**src/rtl/serial_tx_if.sv**
```systemverilog
// Byte hand-off into the serial transmitter: din is qualified by din_valid and accepted when din_ready is high.
interface serial_tx_if #(
    parameter int DATA_WIDTH = 8
);
    logic [DATA_WIDTH-1:0] din;
    logic                  din_valid;
    logic                  din_ready;

    modport master (
        output din,
        output din_valid,
        input  din_ready
    );

    modport slave (
        input  din,
        input  din_valid,
        output din_ready
    );
endinterface

```
**src/rtl/serial_tx.sv**
```systemverilog
// Async-serial frame transmitter: start, LSB-first data, even parity when SERIAL_TX_PARITY_EN is defined, stop.
// Registered tx falls the cycle after the handshake; din_ready is high only in IDLE, so a new byte waits out the whole frame.
module serial_tx #(
    parameter int CLKS_PER_BIT = 4,
    parameter int DATA_WIDTH   = 8
) (
    input  logic       clk,
    input  logic       rst,
    serial_tx_if.slave bus,
    output logic       tx,
    output logic       busy,
    output logic       done
);

    localparam int DIV_W = (CLKS_PER_BIT > 1) ? $clog2(CLKS_PER_BIT) : 1;
    localparam int BIT_W = $clog2(DATA_WIDTH) + 1;
    localparam logic [DIV_W-1:0] DIV_LAST = DIV_W'(CLKS_PER_BIT - 1);
    localparam logic [BIT_W-1:0] BIT_LAST = BIT_W'(DATA_WIDTH - 1);

`ifdef SERIAL_TX_PARITY_EN
    typedef enum logic [2:0] {IDLE, START, DATA, PARITY, STOP} state_t;
`else
    typedef enum logic [2:0] {IDLE, START, DATA, STOP} state_t;
`endif

    state_t                state;
    state_t                state_nxt;
    logic [DIV_W-1:0]      div_cnt;
    logic [DIV_W-1:0]      div_nxt;
    logic [BIT_W-1:0]      bit_cnt;
    logic [BIT_W-1:0]      bit_nxt;
    logic [DATA_WIDTH-1:0] shreg;
    logic [DATA_WIDTH-1:0] shreg_nxt;
    logic                  tx_nxt;
    logic                  done_nxt;
    logic                  tick;
`ifdef SERIAL_TX_PARITY_EN
    logic                  parity_q;
    logic                  parity_nxt;
`endif

    assign tick          = (div_cnt == DIV_LAST);
    assign busy          = (state != IDLE);
    assign bus.din_ready = (state == IDLE);

    always_comb begin
        state_nxt  = state;
        div_nxt    = div_cnt;
        bit_nxt    = bit_cnt;
        shreg_nxt  = shreg;
        done_nxt   = 1'b0;
`ifdef SERIAL_TX_PARITY_EN
        parity_nxt = parity_q;
`endif

        if (state != IDLE) begin
            div_nxt = tick ? '0 : div_cnt + 1'b1;
        end

        case (state)
            IDLE: begin
                if (bus.din_valid) begin
                    shreg_nxt  = bus.din;
                    bit_nxt    = '0;
                    div_nxt    = '0;
`ifdef SERIAL_TX_PARITY_EN
                    parity_nxt = ^bus.din;
`endif
                    state_nxt  = START;
                end
            end
            START: begin
                if (tick) begin
                    state_nxt = DATA;
                end
            end
            DATA: begin
                if (tick) begin
                    bit_nxt = bit_cnt + 1'b1;
                    if (bit_cnt == BIT_LAST) begin
`ifdef SERIAL_TX_PARITY_EN
                        state_nxt = PARITY;
`else
                        state_nxt = STOP;
`endif
                    end else begin
                        shreg_nxt = shreg >> 1;
                    end
                end
            end
`ifdef SERIAL_TX_PARITY_EN
            PARITY: begin
                if (tick) begin
                    state_nxt = STOP;
                end
            end
`endif
            STOP: begin
                if (tick) begin
                    state_nxt = IDLE;
                    done_nxt  = 1'b1;
                end
            end
            default: begin
                state_nxt = IDLE;
            end
        endcase

        // Line level is chosen from the state being entered so tx changes on the same edge as the state.
        case (state_nxt)
            START:   tx_nxt = 1'b0;
            DATA:    tx_nxt = shreg_nxt[0];
`ifdef SERIAL_TX_PARITY_EN
            PARITY:  tx_nxt = parity_q;
`endif
            default: tx_nxt = 1'b1;
        endcase
    end

    always_ff @(posedge clk) begin
        if (rst) begin
            state    <= IDLE;
            div_cnt  <= '0;
            bit_cnt  <= '0;
            shreg    <= '0;
            tx       <= 1'b1;
            done     <= 1'b0;
`ifdef SERIAL_TX_PARITY_EN
            parity_q <= 1'b0;
`endif
        end else begin
            state    <= state_nxt;
            div_cnt  <= div_nxt;
            bit_cnt  <= bit_nxt;
            shreg    <= shreg_nxt;
            tx       <= tx_nxt;
            done     <= done_nxt;
`ifdef SERIAL_TX_PARITY_EN
            parity_q <= parity_nxt;
`endif
        end
    end

endmodule
```
**src/flat_wrapper.sv**
```systemverilog
// flat-port wrapper written by rule: the top's interface ports become plain ports
module serial_tx_flat 
#(
    parameter int CLKS_PER_BIT = 4,
    parameter int DATA_WIDTH   = 8
)
  (clk, rst, tx, busy, done, bus_din, bus_din_valid, bus_din_ready);
  serial_tx_if #(.DATA_WIDTH(DATA_WIDTH)) bus_i ();
  input  logic clk;
  input  logic rst;
  output logic tx;
  output logic busy;
  output logic done;
  input wire logic [$bits(bus_i.din)-1:0] bus_din;
  input wire logic [$bits(bus_i.din_valid)-1:0] bus_din_valid;
  output wire logic [$bits(bus_i.din_ready)-1:0] bus_din_ready;
  assign bus_i.din = bus_din;
  assign bus_i.din_valid = bus_din_valid;
  assign bus_din_ready = bus_i.din_ready;
  serial_tx #(.CLKS_PER_BIT(CLKS_PER_BIT), .DATA_WIDTH(DATA_WIDTH)) u_core (.clk(clk), .rst(rst), .bus(bus_i), .tx(tx), .busy(busy), .done(done));
endmodule
```
**config.mk**
```make
export PLATFORM = sky130hd
export DESIGN_NAME = serial_tx_flat
export DESIGN_NICKNAME = d
export VERILOG_FILES = /design/src/rtl/serial_tx_if.sv /design/src/rtl/serial_tx.sv /design/src/flat_wrapper.sv
export SDC_FILE = /design/constraint.sdc
export NUM_CORES = 1
export LEC_CHECK = 0
export CAP_MARGIN = 10
export CORE_UTILIZATION = 53
export DETAILED_ROUTE_END_ITERATION = 6
export PLACE_DENSITY = 0.8
export SLEW_MARGIN = 20
export SYNTH_ARGS = -nofsm -noshare
export SYNTH_HDL_FRONTEND = slang
export SYNTH_SLANG_ARGS = --single-unit
```
**constraint.sdc**
```tcl
create_clock -name clk -period 4.2 [get_ports clk]
set_clock_uncertainty 0.1 [all_clocks]
set_input_delay 0.63 -clock clk [delete_from_list [all_inputs] [get_ports clk]]
set_output_delay 0.63 -clock clk [all_outputs]
set_load 0.02 [all_outputs]
```
==> impl_metrics.csv, run 1 <==
group,metric,value,unit
run_status,status,"completed",
clocking,cts_hold_buf,0,
clocking,htree_num_levels,1,
clocking,cts_tree,"yes",
sta,worst_slack,1520,ps
synthesis,syn_nets,102,
synthesis,ys_warn_count,0,
setup_path,crit_chain,"or3_2 -> inv_1 -> clkdlybuf4s50_1",
sta,worst_slew_pin_slew,752,ps
clocking,cts_root_buffer,"clkbuf_4",
grt,overflow,0,
detailed_routing,drt_wl_total,1540,microns
detailed_routing,drc,0,
setup_path,critPathMaxFanout,6,
setup_path,r2r_setup_slack,2080,ps
setup_path,crit_type,"flop to primary output",
synthesis,yosys_register_bits,19,
placement,numPortBuffers,14,
run,maxCapViolCount,0,
setup_path,start_kind,"flop",
die,design.portCount,15,
synthesis,synth-adder-area-share,0.0298,
setup_path,cp-startpoint,"u_core.state[0]",
sta,rsz0062_at_grt,"no",
grt,grt_max_degree,19,
grt,antenna_found_initial,0,
setup_path,r2r-end,"u_core.tx",
die,coreArea,1490,sq um
synthesis,synth_top_family_by_area,"simple AND/OR/NAND/NOR gates",
synthesis,syn_area,840,sq um
synthesis,synth_mux_area_frac,0.0119,
setup_path,critPathMaxStageDelay,610,ps
setup_path,reg2reg_depth,5,
sta,drv_slew,0,
die,die_w,41.8,microns
pwr,vdd_drop_max,242,uV
synthesis,synthSimpleGateAreaFrac,0.234,
pwr,leakage,0.362,nW
synthesis,syn_inst,89,
die,row_count,14,
layout,nets,116,
sta,fmax,374,MHz
sta,finalCriticalPeriod,2680,ps
setup_path,critPathSlowestCell,"clkdlybuf4s50_1",
setup_path,critPathRequiredTime,3470,ps
synthesis,synth-seq-area-share,0.453,
sta,max-slew-margin-rel,0.491,
clocking,post-cts-setup-buffers,0,
grt,grt_usage,0.187,
placement,hpwl,1130,microns
detailed_routing,drtIter0Drc,26,
clocking,cts_resized,0,
die,initial_core_util,0.564,
sta,hold_viol_final,0,
clocking,clock_sinks,19,
placement,gp_congestion,0.740,
detailed_routing,ant_nets,0,
synthesis,avgSynthCellArea,9.43,sq um
synthesis,synthDistinctLibCells,30,
pwr,powerDensity,319,nW/um^2
min_path,min_delay_path_depth,2,
layout,syn_to_final_growth,18.2,%
layout,antennaDiodeCount,0,
clocking,numCtsBuffers,3,
detailed_routing,wl_per_cell,13.1,microns
synthesis,synthXorXnorAreaFrac,0.0313,
die,dieArea,1750,sq um
min_path,hold_class,"flop to flop",
detailed_routing,via_count,684,
min_path,hold_start,"u_core.shreg[2]",
die,fp.dieH,41.8,microns
clocking,cts.path.max_buffers,2,
setup_path,cp-end-kind,"primary output",
sta,setup-violations-final,0,
synthesis,synth_compound_area_frac,0.173,
placement,place_ws,1660,ps
detailed_routing,dr.pass1.iters,4,
detailed_routing,routed_via_density,5.80,
clocking,clk_pin_slew,110,ps
layout,drive_gt1_frac,0.118,
setup_path,endpoint,"bus_din_ready",
clocking,clk_latency,290,ps
setup_path,regToRegStartpoint,"u_core.div_cnt[0]",
grt,grt_pass1_vias,603,
sta,final.setup.tns,0,ps
setup_path,cp.arrival,1950,ps
sta,fin_crit_sh,0.637,
grt,grt_pass1_wl,2500,microns
-- worst max-delay path: cells and delay by family, from the launching register on --
| family | cells | cell delay (ps) |
|---|---|---|
| buffers and inverters | 2 | 740 |
| AND/OR/NAND/NOR | 1 | 520 |
| flip-flops | 1 | 400 |
-- kinds of logic after synthesis --
group | count (synthesis)
adder cells (fa/ha/maj) | 2
AO/OA/AOI/OAI | 21
multiplexers | 1
other | 1
AND/OR/NAND/NOR | 34
XOR/XNOR | 3
flip-flops | 19
buffers and inverters | 8
-- cell usage in the layout, fill, tap and decap left out --
master	instances
o221a_2	1
and4b_1	1
nand3b_1	1
inv_1	3
nand2_1	11
ha_1	2
nand3_1	1
a21oi_2	1
xor2_1	3
a21oi_1	9
clkbuf_4	3
or3b_1	1
and2_4	1
conb_1	1
nor4_1	1
nor4b_4	1
and3_2	1
a31oi_1	2
clkinv_2	1
nand2b_1	1
dfxtp_1	19
nor3_1	5
mux2i_1	1
or3_2	1
nor4bb_2	1
nor2_1	6
clkdlybuf4s50_1	14
a22oi_1	7
nand4_1	1
a221oi_2	1
-- layer usage --
| metal | vias up | GRT usage | routed length (microns) |
|---|---|---|---|
| li1 | 345 | - | - |
| met1 | 324 | 0.238 | 702 |
| met2 | 13 | 0.306 | 783 |
| met3 | 2 | 0.0261 | 38 |
| met4 | 0 | 0.0968 | 18 |
| met5 | - | 0 | 0 |
-- how the worst min path moves through the flow --
| stage | end | slack (ps) |
|---|---|---|
| CTS | u_core.shreg[1] | 370 |
| finish | u_core.shreg[2] | 370 |
| global route | u_core.shreg[2] | 390 |
| detailed placement | u_core.shreg[1] | 350 |
| global placement | u_core.shreg[1] | 340 |
| floorplan | u_core.shreg[1] | 330 |
-- where the power goes --
part	switching, W	internal, W
clock network	0.0000534	0.0000354
registers	0.00000490	0.000186
logic	0.0000168	0.0000197
-- area by class of cell --
type	instances	area [sq um]
Sequential cell	19	380
Inverter	3	11.3
Fill cell	122	497
Multi-Input combinational cell	62	413
Clock inverter	1	5.00
Tap cell	16	20.0
Timing Repair Buffer	14	140
Clock buffer	3	22.5
-- cells in the mapped netlist, drive strengths merged --
cell type / n / share of area
a21oi: 10 / 0.064
nand3: 1 / 0.0060
nand3b: 1 / 0.0089
a22oi: 7 / 0.063
nand2b: 1 / 0.0075
a31oi: 2 / 0.015
a221oi: 1 / 0.018
nor2: 6 / 0.027
mux2i: 1 / 0.012
nand4: 1 / 0.0075
nor4bb: 1 / 0.012
nor3: 5 / 0.030
dfxtp: 19 / 0.45
nor4b: 1 / 0.028
or3: 1 / 0.0089
conb: 1 / 0.0045
or3b: 1 / 0.010
clkbuf: 1 / 0.0045
nand2: 11 / 0.049
buf: 4 / 0.045
o221a: 1 / 0.013
nor4: 1 / 0.0075
xor2: 3 / 0.031
ha: 2 / 0.030
and4b: 1 / 0.012
inv: 3 / 0.013
and3: 1 / 0.0089
and2: 1 / 0.010
-- registers in the layout, summed over array words and instances, names as in the netlist --
register / flops
u_core.bit_cnt: 4
u_core.div_cnt: 2
u_core.done: 1
u_core.shreg: 8
u_core.state: 3
u_core.tx: 1
-- per-stage QoR --
step	total power (W)	hold slack, ps	instances	util	area (sq um)
2_1_floorplan	0.000216	332	89	-	840
3_3_place_gp	0.000230	340	114	0.644	958
3_5_place_dp	0.000231	350	114	0.644	958
4_1_cts	0.000320	365	118	0.662	986
5_1_grt	0.000330	386	118	0.666	992
6_report	0.000316	366	118	0.666	992
Note: power is estimated with default switching activity, not from simulation.
==> run 2: changes to the inputs <==
--- a/config.mk
+++ b/config.mk
@@ -6,9 +6,9 @@
 export NUM_CORES = 1
 export LEC_CHECK = 0
 export CAP_MARGIN = 10
-export CORE_UTILIZATION = 53
+export CORE_UTILIZATION = 49
 export DETAILED_ROUTE_END_ITERATION = 6
-export PLACE_DENSITY = 0.8
+export PLACE_DENSITY = 0.75
 export SLEW_MARGIN = 20
 export SYNTH_ARGS = -nofsm -noshare
 export SYNTH_HDL_FRONTEND = slang
==> constraint.sdc (replaced) <==
create_clock -name clk -period 2.77 [get_ports clk]
set_clock_uncertainty 0.1 [all_clocks]
set_input_delay 0.4155 -clock clk [delete_from_list [all_inputs] [get_ports clk]]
set_output_delay 0.4155 -clock clk [all_outputs]
set_load 0.02 [all_outputs]
==> run 2 against run 1 <==
  * The run now ends with DRC left
  * Register-to-register slack worse by 1100 ps
  * Utilization is 2.0 points lower
  * Critical endpoint unchanged
  * Routed wire length down 5.0%
  * Sequential cell count unchanged
  * Combinational power rose by 57%
  * Hold slack got worse by 3.5 ps
  * Total power up 54%
  * Sequential share of layout area decreased by 0.62 points
==> impl_metrics.csv, run 2 (same netlist as run 1, synthesis figures left out) <==
group,metric,value,unit
run_status,failed_checks,"DRC",
placement,numPortBuffers,14,
sta,finalCriticalPeriod,2450,ps
pwr,powerDensity,482,nW/um^2
setup_path,critPathMaxStageDelay,610,ps
run_status,status,"finished, violations left",
setup_path,crit_type,"flop to primary output",
detailed_routing,drt_wl_total,1470,microns
setup_path,cp.arrival,1930,ps
die,fp.dieH,43.4,microns
grt,overflow,0,
layout,drive_gt1_frac,0.133,
die,die_w,43.4,microns
sta,rsz0062_at_grt,"no",
sta,worst_slack,324,ps
pwr,vdd_drop_max,366,uV
detailed_routing,via_count,668,
sta,fmax,409,MHz
detailed_routing,ant_nets,0,
clocking,cts.path.max_buffers,2,
min_path,hold_class,"flop to flop",
clocking,htree_num_levels,1,
sta,worst_slew_pin_slew,512,ps
setup_path,cp-end-kind,"primary output",
clocking,clk_pin_slew,110,ps
die,row_count,14,
setup_path,critPathRequiredTime,2250,ps
setup_path,critPathTopFamily,"buffers and inverters",
grt,grt_max_degree,12,
clocking,cts_hold_buf,0,
pwr,leakage,0.377,nW
layout,regMostFlops,"u_core.shreg",
grt,antenna_found_initial,0,
setup_path,crit_chain,"or3_2 -> inv_1 -> clkdlybuf4s50_1",
setup_path,critPathSlowestCell,"clkdlybuf4s50_1",
sta,final.setup.tns,0,ps
sta,drv_slew,0,
clocking,cts_tree,"yes",
grt,grt_pass1_vias,554,
die,design.portCount,15,
clocking,cts_root_buffer,"clkbuf_4",
sta,fin_crit_sh,0.883,
clocking,cts_resized,0,
die,coreArea,1560,sq um
detailed_routing,dr.pass1.iters,6,
setup_path,critPathBufInv,2,
setup_path,start_kind,"flop",
clocking,numCtsBuffers,3,
grt,grt_pass1_wl,2440,microns
placement,place_ws,646,ps
clocking,post-cts-setup-buffers,0,
sta,hold_viol_final,0,
layout,nets,119,
placement,hpwl,1070,microns
detailed_routing,routed_via_density,5.52,
detailed_routing,drc,2,
layout,final_cell_mix,"dfxtp_1 (19), clkdlybuf4s50_1 (14), nand2_1 (11), a21oi_1 (9), a22oi_1 (7)",
die,initial_core_util,0.539,
layout,largest_reg_flops,8,
layout,antennaDiodeCount,0,
grt,grt_usage,0.179,
sta,setup-violations-final,0,
layout,syn_to_final_growth,20.1,%
die,dieArea,1880,sq um
sta,max-slew-margin-rel,0.657,
layout,top_regs,"u_core.shreg (8), u_core.bit_cnt (4), u_core.state (3)",
detailed_routing,wl_per_cell,12.1,microns
clocking,clk_latency,290,ps
layout,final_common_cell,"dfxtp_1",
clocking,clock_sinks,19,
run,maxCapViolCount,0,
setup_path,critPathMaxFanout,6,
detailed_routing,drtIter0Drc,16,
placement,gp_congestion,0.836,
==> run 2: path summary, 6_finish.rpt <==
| path | from | endpoint | slack [ps] | depth (start not counted) |
|---|---|---|---|---|
| max | u_core.state[0] | bus_din_ready | 320 | 3 |
| min | u_core.shreg[6] | u_core.shreg[6] | 360 | 2 |
| max reg2reg | u_core.div_cnt[0] | u_core.tx | 970 | 6 |
| min reg2reg | u_core.shreg[6] | u_core.shreg[6] | 360 | 2 |
==> run 2: worst min-delay path, delay by kind of cell, from the launching register on <==
family	cells	cell delay, ps
AOI/OAI and AO/OA	1	50
DFF	1	330
and+or+nand+nor	1	50
==> run 2: final cells by class <==
cell class	instances	area, sq um
clock buffer	3	22.5
clock inverter	1	5.00
fill	132	551
inverter	3	11.3
multi-input combinational	62	407
sequential	19	380
tap	16	20.0
timing repair buffer	17	163
==> run 2: stage by stage <==
stage | hold WS [ps] | area, sq um | total power (W) | utilization | instances
after global routing | 385 | 1010 | 0.000511 | 0.647 | 121
final | 362 | 1010 | 0.000486 | 0.647 | 121
after floorplan | 332 | 840 | 0.000328 | - | 89
after global placement | 347 | 981 | 0.000352 | 0.629 | 117
after detailed placement | 350 | 981 | 0.000353 | 0.629 | 117
after CTS | 365 | 1010 | 0.000491 | 0.647 | 121
==> run 2: where the power goes <==
part	total (W)	switching [W]	internal [W]
sequential	0.000289	0.00000680	0.000282
combinational	0.0000572	0.0000255	0.0000317
clock	0.000139	0.0000855	0.0000538
total	0.000486	0.000118	0.000368
==> run 2: metal layers <==
metal	share of wire	GRT usage
met1	0.51	0.254
met2	0.43	0.248
met3	0.043	0.0375
met4	0.023	0.113
met5	0	0
